===== config.mk =====
export PLATFORM = sky130hd
export DESIGN_NAME = spi_target_regfile
export DESIGN_NICKNAME = d
export VERILOG_FILES = /design/src/rtl/spi_target_regfile.sv
export SDC_FILE = /design/constraint.sdc
export NUM_CORES = 1
export LEC_CHECK = 0
export CELL_PAD_IN_SITES_DETAIL_PLACEMENT = 0
export CELL_PAD_IN_SITES_GLOBAL_PLACEMENT = 1
export CORE_MARGIN = 1.5
export CORE_UTILIZATION = 52
export CTS_BUF_LIST = sky130_fd_sc_hd__clkbuf_8
export CTS_CLUSTER_SIZE = 10
export DETAILED_ROUTE_END_ITERATION = 7
export GPL_ROUTABILITY_DRIVEN = 0
export GPL_TIMING_DRIVEN = 0
export PLACE_DENSITY_LB_ADDON = 0.1
export SLEW_MARGIN = 20
export SYNTH_ARGS = -nofsm -noshare
export SYNTH_HDL_FRONTEND = slang
export SYNTH_SLANG_ARGS = --single-unit

===== constraint.sdc =====
create_clock -name soc_clk -period 3.05 [get_ports soc_clk]
set_input_delay 0.915 -clock soc_clk [delete_from_list [all_inputs] [get_ports soc_clk]]
set_output_delay 0.915 -clock soc_clk [all_outputs]
set_load 0.005 [all_outputs]

===== src/rtl/spi_target_regfile.sv =====
// SPI mode-0 target giving an external host byte access to a small register file shared with a local port.
// All SPI pins are oversampled in soc_clk; the frame is a command byte followed by auto-incrementing data bytes.
module spi_target_regfile #(
  parameter int NumRegs    = 16,
  parameter int AddrWidth  = $clog2(NumRegs),
  parameter int SyncStages = 2
) (
  input  logic                 soc_clk,
  input  logic                 rst_n,
  input  logic                 spi_sck_i,
  input  logic                 spi_csb_i,
  input  logic                 spi_mosi_i,
  output logic                 spi_miso_o,
  output logic                 spi_miso_en_o,
  input  logic [AddrWidth-1:0] reg_addr_i,
  input  logic                 reg_we_i,
  input  logic [7:0]           reg_wdata_i,
  output logic [7:0]           reg_rdata_o,
  output logic                 host_wr_o,
  output logic [AddrWidth-1:0] host_wr_addr_o,
  output logic                 frame_active_o
);

  localparam logic [1:0] ST_IDLE = 2'd0;
  localparam logic [1:0] ST_CMD  = 2'd1;
  localparam logic [1:0] ST_DATA = 2'd2;

  logic [SyncStages-1:0] sck_sync, csb_sync, mosi_sync;
  logic                  sck_q, csb_q;
  logic                  sck_s, csb_s, mosi_s;
  logic                  sck_rise, sck_fall, csb_fall;

  logic [1:0]           state;
  logic [2:0]           bit_cnt;
  logic [6:0]           rx;
  logic [7:0]           rx_byte;
  logic [7:0]           tx;
  logic [AddrWidth-1:0] addr, addr_nxt, cmd_addr;
  logic                 rw;
  logic [7:0]           mem [NumRegs];

  always_ff @(posedge soc_clk or negedge rst_n) begin
    if (!rst_n) begin
      sck_sync  <= '0;
      csb_sync  <= '1;
      mosi_sync <= '0;
      sck_q     <= 1'b0;
      csb_q     <= 1'b1;
    end else begin
      sck_sync  <= {sck_sync[SyncStages-2:0], spi_sck_i};
      csb_sync  <= {csb_sync[SyncStages-2:0], spi_csb_i};
      mosi_sync <= {mosi_sync[SyncStages-2:0], spi_mosi_i};
      sck_q     <= sck_s;
      csb_q     <= csb_s;
    end
  end

  assign sck_s    = sck_sync[SyncStages-1];
  assign csb_s    = csb_sync[SyncStages-1];
  assign mosi_s   = mosi_sync[SyncStages-1];
  assign sck_rise = sck_s & ~sck_q;
  assign sck_fall = ~sck_s & sck_q;
  assign csb_fall = ~csb_s & csb_q;

  assign rx_byte  = {rx, mosi_s};
  assign cmd_addr = rx_byte[AddrWidth-1:0];
  assign addr_nxt = addr + AddrWidth'(1);

  always_ff @(posedge soc_clk or negedge rst_n) begin
    if (!rst_n) begin
      state          <= ST_IDLE;
      bit_cnt        <= 3'd0;
      rx             <= 7'd0;
      tx             <= 8'd0;
      addr           <= '0;
      rw             <= 1'b0;
      spi_miso_o     <= 1'b0;
      spi_miso_en_o  <= 1'b0;
      frame_active_o <= 1'b0;
      host_wr_o      <= 1'b0;
      host_wr_addr_o <= '0;
      reg_rdata_o    <= 8'd0;
      for (int i = 0; i < NumRegs; i++) mem[i] <= 8'd0;
    end else begin
      host_wr_o   <= 1'b0;
      reg_rdata_o <= mem[reg_addr_i];
      // Local write is issued first so a same-cycle SPI commit overrides it.
      if (reg_we_i) mem[reg_addr_i] <= reg_wdata_i;

      case (state)
        ST_IDLE: begin
          if (csb_fall) begin
            state          <= ST_CMD;
            bit_cnt        <= 3'd0;
            spi_miso_en_o  <= 1'b1;
            frame_active_o <= 1'b1;
          end
        end
        ST_CMD, ST_DATA: begin
          // CSB release wins over any SCK edge seen in the same cycle; partial byte dropped.
          if (csb_s) begin
            state          <= ST_IDLE;
            bit_cnt        <= 3'd0;
            spi_miso_o     <= 1'b0;
            spi_miso_en_o  <= 1'b0;
            frame_active_o <= 1'b0;
          end else if (sck_rise) begin
            rx      <= rx_byte[6:0];
            bit_cnt <= bit_cnt + 3'd1;
            if (bit_cnt == 3'd7) begin
              if (state == ST_CMD) begin
                rw    <= rx_byte[7];
                addr  <= cmd_addr;
                state <= ST_DATA;
                if (rx_byte[7]) tx <= mem[cmd_addr];
              end else if (rw) begin
                addr <= addr_nxt;
                tx   <= mem[addr_nxt];
              end else begin
                mem[addr]      <= rx_byte;
                host_wr_o      <= 1'b1;
                host_wr_addr_o <= addr;
                addr           <= addr_nxt;
              end
            end
          end else if (sck_fall && state == ST_DATA && rw) begin
            spi_miso_o <= tx[7];
            tx         <= {tx[6:0], 1'b0};
          end
        end
        default: state <= ST_IDLE;
      endcase
    end
  end

endmodule


## Word level (Yosys, flattened, before mapping)

Cells that the tools add are included.

| storage, ports and cells | value |
|---|---|
| input bits | 18 |
| register bits | 176 |
| output and inout bits | 16 |
| word-level logic and storage cells | 133 |

| cells by class | value |
|---|---|
| mux-type cells | 51 |
| equal/unequal tests | 12 |
| reduce and logical (&&, ||, !) cells | 18 |
| magnitude comparators | 6 |
| $add $sub $neg | 2 |
| bitwise operators | 12 |

Operator list:

| operator | count |
|---|---|
| 128-bit 2-to-1 mux | 7 |
| 128-bit bitwise mux | 2 |
| 8-bit 2-to-1 mux | 14 |
| 8-bit binary-select mux with 4-bit select | 3 |
| 8-bit demux with 4-bit select | 2 |
| 5-bit greater-or-equal comparator, second input constant | 4 |
| 4-bit inverter with 5-bit output | 4 |
| 3-bit inequality test, second input constant | 4 |
| 3-bit AND reduction | 4 |
| 6-bit AND reduction | 2 |
| 1-bit 2-to-1 mux | 11 |
| 5-bit by 1-bit < comparator with 1-bit output, second input constant | 2 |
| 2-bit 2-to-1 mux | 5 |
| 3-bit 2-to-1 mux | 3 |
| 4-bit AND reduction | 2 |
| 2-bit inequality test, second input constant | 3 |
| 3-bit case mux with 2 select lines | 1 |
| 2-bit nonzero test | 3 |
| 1-bit inverter | 5 |
| 5-bit AND reduction | 1 |
| 4-bit by 1-bit adder with 4-bit output, second input constant | 1 |
| 1-bit logical AND | 4 |
| 4-bit 2-to-1 mux | 1 |
| 2-bit case mux with 2 select lines | 1 |
| other kinds (10) | 12 |

## Depth between registers and ports, before layout

Gate-level depths: netlist of the first run.

| logic depth | value |
|---|---|
| word-level depth | 14 |
| gate-level depth with buffers | 11 |

## Worst setup path after synthesis of the first run

Ideal clock, no wire load.

| path | value |
|---|---|
| kind | reg2reg |
| from | register addr[0] |
| to | register tx[0] |
| library setup time | 127 ps |
| clock period less this slack | 2707 ps |
| arrival | 2580 ps |
| stages on the path, launching flop included | 12 |
| path slack | 343 ps |
| path through | dfrtp_1 > buf_4 > buf_4 > buf_2 > inv_1 > ha_1 > buf_4 > buf_4 > mux4_2 > mux2_2 > o22ai_1 > o21ai_0 |

| on the way | value |
|---|---|
| cells in the longest elaborated chain, start to end | 9 |

Ends and longest elaborated chain:

| what | line | RTL |
|---|---|---|
| start: declaration | 38 | `logic [AddrWidth-1:0] addr, addr_nxt, cmd_addr;` |
| start signal: assignment | 113 | `addr <= cmd_addr;` |
| start signal: assignment | 117 | `addr <= addr_nxt;` |
| start signal: assignment | 123 | `addr <= addr_nxt;` |
| 4-bit by 1-bit adder with 4-bit output | 67 | `assign addr_nxt = addr + AddrWidth'(1);` |
| 4-bit inverter with 5-bit output (not written as such) | 118 | `tx <= mem[addr_nxt];` |
| 8-bit binary-select mux with 4-bit select | 118 |  |
| 8-bit 2-to-1 mux (not written as such) (2 in series) | 118 |  |
| 8-bit 2-to-1 mux | 116 | `end else if (rw) begin` |
| 8-bit 2-to-1 mux | 111 | `if (state == ST_CMD) begin` |
| 8-bit 2-to-1 mux | 110 | `if (bit_cnt == 3'd7) begin` |
| 8-bit 2-to-1 mux | 107 | `end else if (sck_rise) begin` |
| end signal: assignment | 115 | `if (rx_byte[7]) tx <= mem[cmd_addr];` |
| end signal: assignment | 118 |  |
| end signal: assignment | 128 | `tx <= {tx[6:0], 1'b0};` |
| end: declaration | 37 | `logic [7:0] tx;` |

No other way between the ends. The select of a mux whose other input is x is not followed.
A chain may end at the register's enable or synchronous reset.

## Worst setup path in the final report of the first run

| path | value |
|---|---|
| from | register addr[0] |
| to | register tx[4] |

The elaborated chain is that of the path after synthesis.

==> metrics, run 1 <==
Async S/R FF share, synth between 90% and 100%; WS Path Type reg2reg; Distinct cells, synth 49; relative slew slack between 20% and 30%; routed len/inst 30.0 um; Clock Skews 0.0192 ns; fill count 1,857; power density cells 626 mW/mm^2; Core Util, Final between 50 and 60%; GR Util met2 57.4%; busiest layer in global routing met2; # port buffers 31; Max Cap Viol 0; Peak Freq 336 MHz; core area 0.0211 mm^2; final wirelength 41,000 um; remaining global-route overflow 0; number of synthesized register bits 176; Seq/Total Area, Yosys 39.2%; Initial Utilization 53.3%; class of the tightest hold or removal check reg2reg; Setup TNS 0 ns; DRC Markers 0; syn nets between 1k and 1.5k; Cell Area, Synth ~0.011 mm^2; clk slew on worst S/H paths approximately 0.1 ns; commonest non-fill, non-tap cells in the layout mux2i_1 (186), dfrtp_1 (173), a21oi_1 (144); worst setup path endpoint tx[4]; # H-tree levels 4; layout cells sized above 1 between 10% and 20%; Hold Fails Final Rpt 0; CP endpoint kind flip-flop; Clock Latency Late Sink 0.49 ns; R2R Path Start addr[0]; first-pass GRT wire length 59,500 um; Top cell by count, worst path buf_8; GR Util met3 11.3%; Yosys warning count 0; clock sinks approximately 180; placed cell area 0.0119 mm^2; VDD IR max around 0.33 mV; initial antenna violation count 1; worst path required time 3.38 ns; Final Cycle Share a little over nine tenths; hold slack 0.358 ns; number of enable flip-flop cells after synthesis 0; dpl cells 1,327; routing usage on met1 between 50% and 60%; top_reg_cell synth dfrtp_1; Chip Height 150 um; root buf cell clkbuf_8; critical path depth 11; leakage power between 5 and 6 nW; Final Cell Area around 0.012 mm^2; endpoints failing setup 0; slowest stage delay, CP 0.59 ns; FF-to-FF End tx[4]; Final #Nets 1,105; largest net degree at the start of global routing 90; total power 7.78 mW; RSZ-0062 raised after global routing no; Ports 34; post-route antenna net violation count 0; Detailed Place HPWL 29,600 um; Vias/cell around 6.7; status finished, final reports clean; Worst Tran Pin Value 1.15 ns; setup slack after layout 0.0738 ns; Tot GR Track Use 38.0%; CP top delay family buffers and inverters; FF-to-FF path depth 11; full die area 0.0225 mm^2; post-place setup slack -0.398 ns; # rows 53; critical path data arrival time 3.31 ns; via total after detailed routing 9,159; cells after synthesis 1,020; commonest non-fill, non-tap cell in the layout mux2i_1; Critical Path, Cell by Cell buf_12, buf_8, buf_8, inv_1, ha_1, buf_8, buf_6, mux4_2, mux2i_1, o22a_1, a31oi_1; Max Transition Viols Final 0; startpoint types flip-flop; DR iter-0 viols ~1.2k; non-filler cells, final 1,366; CTS tree done; Horiz. Die Dim 150 um; reg2reg setup slack approximately 0.074 ns; crit path launch addr[0]; crit-path max FO 10; TritonCTS buffer count 17; Area Overhead vs Synth 10.5%; 1st-pass router iterations 6; Longest Clk Path Bufs 2; fin crit period 2.98 ns; CP Buf/Inv Count 6; number of global-route vias before repair ~8.4k; syn_area_per_cell 11.0 um^2; slowest CP cell mux4_2
-- flip-flops by register name (all words and copies together), names as in the netlist --
name	cells
spi_miso_o	1
rx	7
tx	8
sck_q	1
csb_q	1
sck_sync	2
addr	4
frame_active_o	1
state	2
rw	1
csb_sync	2
mem	128
host_wr_o	1
reg_rdata_o	8
bit_cnt	3
mosi_sync	2
host_wr_addr_o	4
-- layout make-up --
class | count | area, um^2 | area share (%)
clock inverter | 15 | 151 | 1.22
tap | 275 | 344 | 2.77
clock buffer | 17 | 234 | 1.88
timing repair buffer | 38 | 388 | 3.12
sequential | 176 | 4410 | 35.5
buffer | 90 | 536 | 4.31
antenna | 1 | 2.50 | 0.0201
inverter | 8 | 30.0 | 0.242
multi-input combinational | 746 | 6330 | 51.0
-- routing by layer --
layer | wire length, um | share of wire, %
met1 | 15500 | 38
met2 | 18500 | 45
met3 | 4830 | 12
met4 | 2190 | 5.3
met5 | 0 | 0
-- report_power, final --
part | leakage, nW | internal, mW | switching (mW)
registers | 2.02 | 2.80 | 0.544
clock network | 0.196 | 0.675 | 0.997
logic | 2.99 | 1.19 | 1.57
total | 5.21 | 4.67 | 3.11
-- kinds of logic (layout without fill, tap and decap cells) --
kind of cell | Yosys count | in the layout | synth area share, %
compound gates | 210 | 210 | 10.6
xor+xnor | 2 | 2 | 0.223
fa+ha+maj | 10 | 10 | 1.11
buf+inv | 98 | 168 | 4.51
flops | 176 | 176 | 39.2
mux | 283 | 283 | 34.3
other cells | 0 | 1 | 0
simple gates | 241 | 241 | 10.0
-- how the worst min path moves through the flow --
stage	depth (start not counted)	slack, ns	end	start
after floorplan	0	0.33	mosi_sync[1]	mosi_sync[0]
after global placement	0	0.33	mosi_sync[1]	mosi_sync[0]
after detailed placement	0	0.33	mosi_sync[1]	mosi_sync[0]
after CTS	0	0.36	mosi_sync[1]	mosi_sync[0]
after global routing	0	0.36	mosi_sync[1]	mosi_sync[0]
final	0	0.36	mosi_sync[1]	mosi_sync[0]
-- Yosys cell counts (4+ instances only) --
cell type	number	area share [%]
a211oi_1	11	0.73
a21oi_1	144	6.4
a22oi_1	11	0.73
a31oi_1	9	0.50
buf_1	6	0.20
buf_2	30	1.3
buf_4	11	0.73
buf_6	6	0.60
clkbuf_1	33	1.1
dfrtp_1	173	39
ha_1	10	1.1
inv_1	8	0.27
mux2_2	17	1.7
mux2i_1	186	17
mux4_2	80	16
nand2_1	20	0.67
nand2b_1	18	1.0
nand3_1	19	0.85
nand4_1	6	0.33
nor2_1	135	4.5
nor2_2	9	0.50
nor2b_1	21	1.2
o21ai_0	12	0.53
o22a_1	4	0.31
-- repair_timing --
item                       in CTS  in global routing
hold buffers                    0                  0
setup endpoints to repair       8                  8
setup buffers                   1                  5
pin swaps                       0                  0
gates resized for setup         7                  9
Note: power is estimated with default switching activity, not from simulation.
==> run 2: changes to the inputs <==
--- a/config.mk
+++ b/config.mk
@@ -7,6 +7,7 @@
 export LEC_CHECK = 0
 export CELL_PAD_IN_SITES_DETAIL_PLACEMENT = 0
 export CELL_PAD_IN_SITES_GLOBAL_PLACEMENT = 1
+export CORE_ASPECT_RATIO = 1.1
 export CORE_MARGIN = 1.5
 export CORE_UTILIZATION = 52
 export CTS_BUF_LIST = sky130_fd_sc_hd__clkbuf_8
==> metrics, run 2 (same netlist as run 1, synthesis figures left out) <==
routed len/inst 27.6 um; placed cell area 0.0120 mm^2; post-route antenna net violation count 0; WS Path Type reg2reg; Ports 34; relative slew slack 42.2%; crit-path max FO 10; CTS tree done; clock sinks 176; hold slack 0.327 ns; Clock Skews 0.0179 ns; first-pass GRT wire length roughly 56,000 um; Peak Freq between 300 and 400 MHz; remaining global-route overflow 0; Chip Height 157 um; # rows between 50 and 60; Worst Tran Pin Value just under 0.9 ns; Initial Utilization a little over half; root buf cell clkbuf_8; leakage power 5.20 nW; Core Util, Final 58.4%; FF+latch area 0.00441 mm^2; Final Cell Area 0.0124 mm^2; power density cells about 610 mW/mm^2; DR iter-0 viols 892; startpoint types flip-flop; clk slew on worst S/H paths 0.10 ns; final wirelength roughly 38,000 um; VDD IR max between 0.3 and 0.4 mV; largest reg by FF count mem; Vias/cell around 6.6; # hold bufs at CTS 0; Hold Fails Final Rpt 0; Final Cycle Share 97.1%; post-place setup slack -0.424 ns; Final #Nets 1,101; layout cells sized above 1 a little under a fifth; core area 0.0213 mm^2; Clock Latency Late Sink 0.49 ns; via total after detailed routing approximately 9k; number of global-route vias before repair between 8k and 9k; fin crit period 2.96 ns; endpoints failing setup 0; status finished, final reports clean; 1st-pass router iterations 7; Largest regs mem (128), reg_rdata_o (8), tx (8); diodes inserted 0; Multi-input gate area 0.00633 mm^2; Tot GR Track Use between 30% and 40%; Max Cap Viol 0; fill count 1,915; critical path data arrival time 3.26 ns; worst path required time 3.35 ns; # H-tree levels 4; TritonCTS buffer count 17; largest net degree at the start of global routing 73; Area Overhead vs Synth 10.6%; class of the tightest hold or removal check in2async; full die area 0.0225 mm^2; Horiz. Die Dim 143 um; Longest Clk Path Bufs 2; Detailed Place HPWL 28,500 um; commonest non-fill, non-tap cells in the layout mux2i_1 (186), dfrtp_1 (173), a21oi_1 (144); CP endpoint kind flip-flop; # port buffers 31; initial antenna violation count 0; Max Transition Viols Final 0; DRC Markers 0; Setup TNS 0 ns; max reg flops 128; setup slack after layout 0.0887 ns; commonest non-fill, non-tap cell in the layout mux2i_1
-- run 2: power by group --
group,internal (mW),switching (mW)
registers,2.80,0.523
logic,1.19,1.38
clock network,0.741,0.961
total,4.73,2.87
-- run 2: final timing paths --
| kind | from | end | slack (ns) | depth (start not counted) |
|---|---|---|---|---|
| max | addr[0] | tx[7] | 0.09 | 11 |
| min | rst_n | mem[30] | 0.33 | 1 |
| max reg2reg | addr[0] | tx[7] | 0.09 | 11 |
| min reg2reg | mosi_sync[0] | mosi_sync[1] | 0.36 | 0 |
| max in group asynchronous | rst_n | mem[70] | 1.98 | 2 |
| min in group soc_clk | mosi_sync[0] | mosi_sync[1] | 0.36 | 0 |
-- run 2: cell type report --
type                       instances  share of cell area, %
timing repair buffer              34                   3.04
multi-input combinational        746                   50.9
clock inverter                    15                   1.31
inverter                           8                  0.242
buffer                            90                   4.25
clock buffer                      17                   1.88
sequential                       176                   35.5
tap                              290                   2.92
-- run 2: per-stage QoR --
stage | std cells | total power [mW]
floorplan | 1020 | 4.86
global placement | 1341 | 5.80
detailed placement | 1343 | 5.87
CTS | 1375 | 7.53
global route | 1376 | 7.90
finish | 1376 | 7.60
-- run 2: worst max-delay path, cell delays in order, from the launching register on --
cell and delay [ns]:
dfrtp_1 0.42, buf_8 0.21, buf_8 0.18, buf_6 0.19
inv_1 0.10, ha_1 0.28, buf_4 0.20, buf_12 0.18
mux4_2 0.52, mux2i_1 0.16, o22a_1 0.15, a31oi_1 0.18
-- run 2: metal layers --
layer	vias up	routed length [um]	track usage, %
li1	3875	-	-
met1	4601	15300	46.2
met2	440	18200	56.8
met3	113	2520	5.93
met4	0	1940	18.9
met5	-	0	0
-- run 2: repair_timing --
action                                 in CTS  in global routing
endpoints found under the hold margin       0                  0
setup endpoints to repair                   8                  8
resized for setup                           7                  7
setup buffers                               0                  1
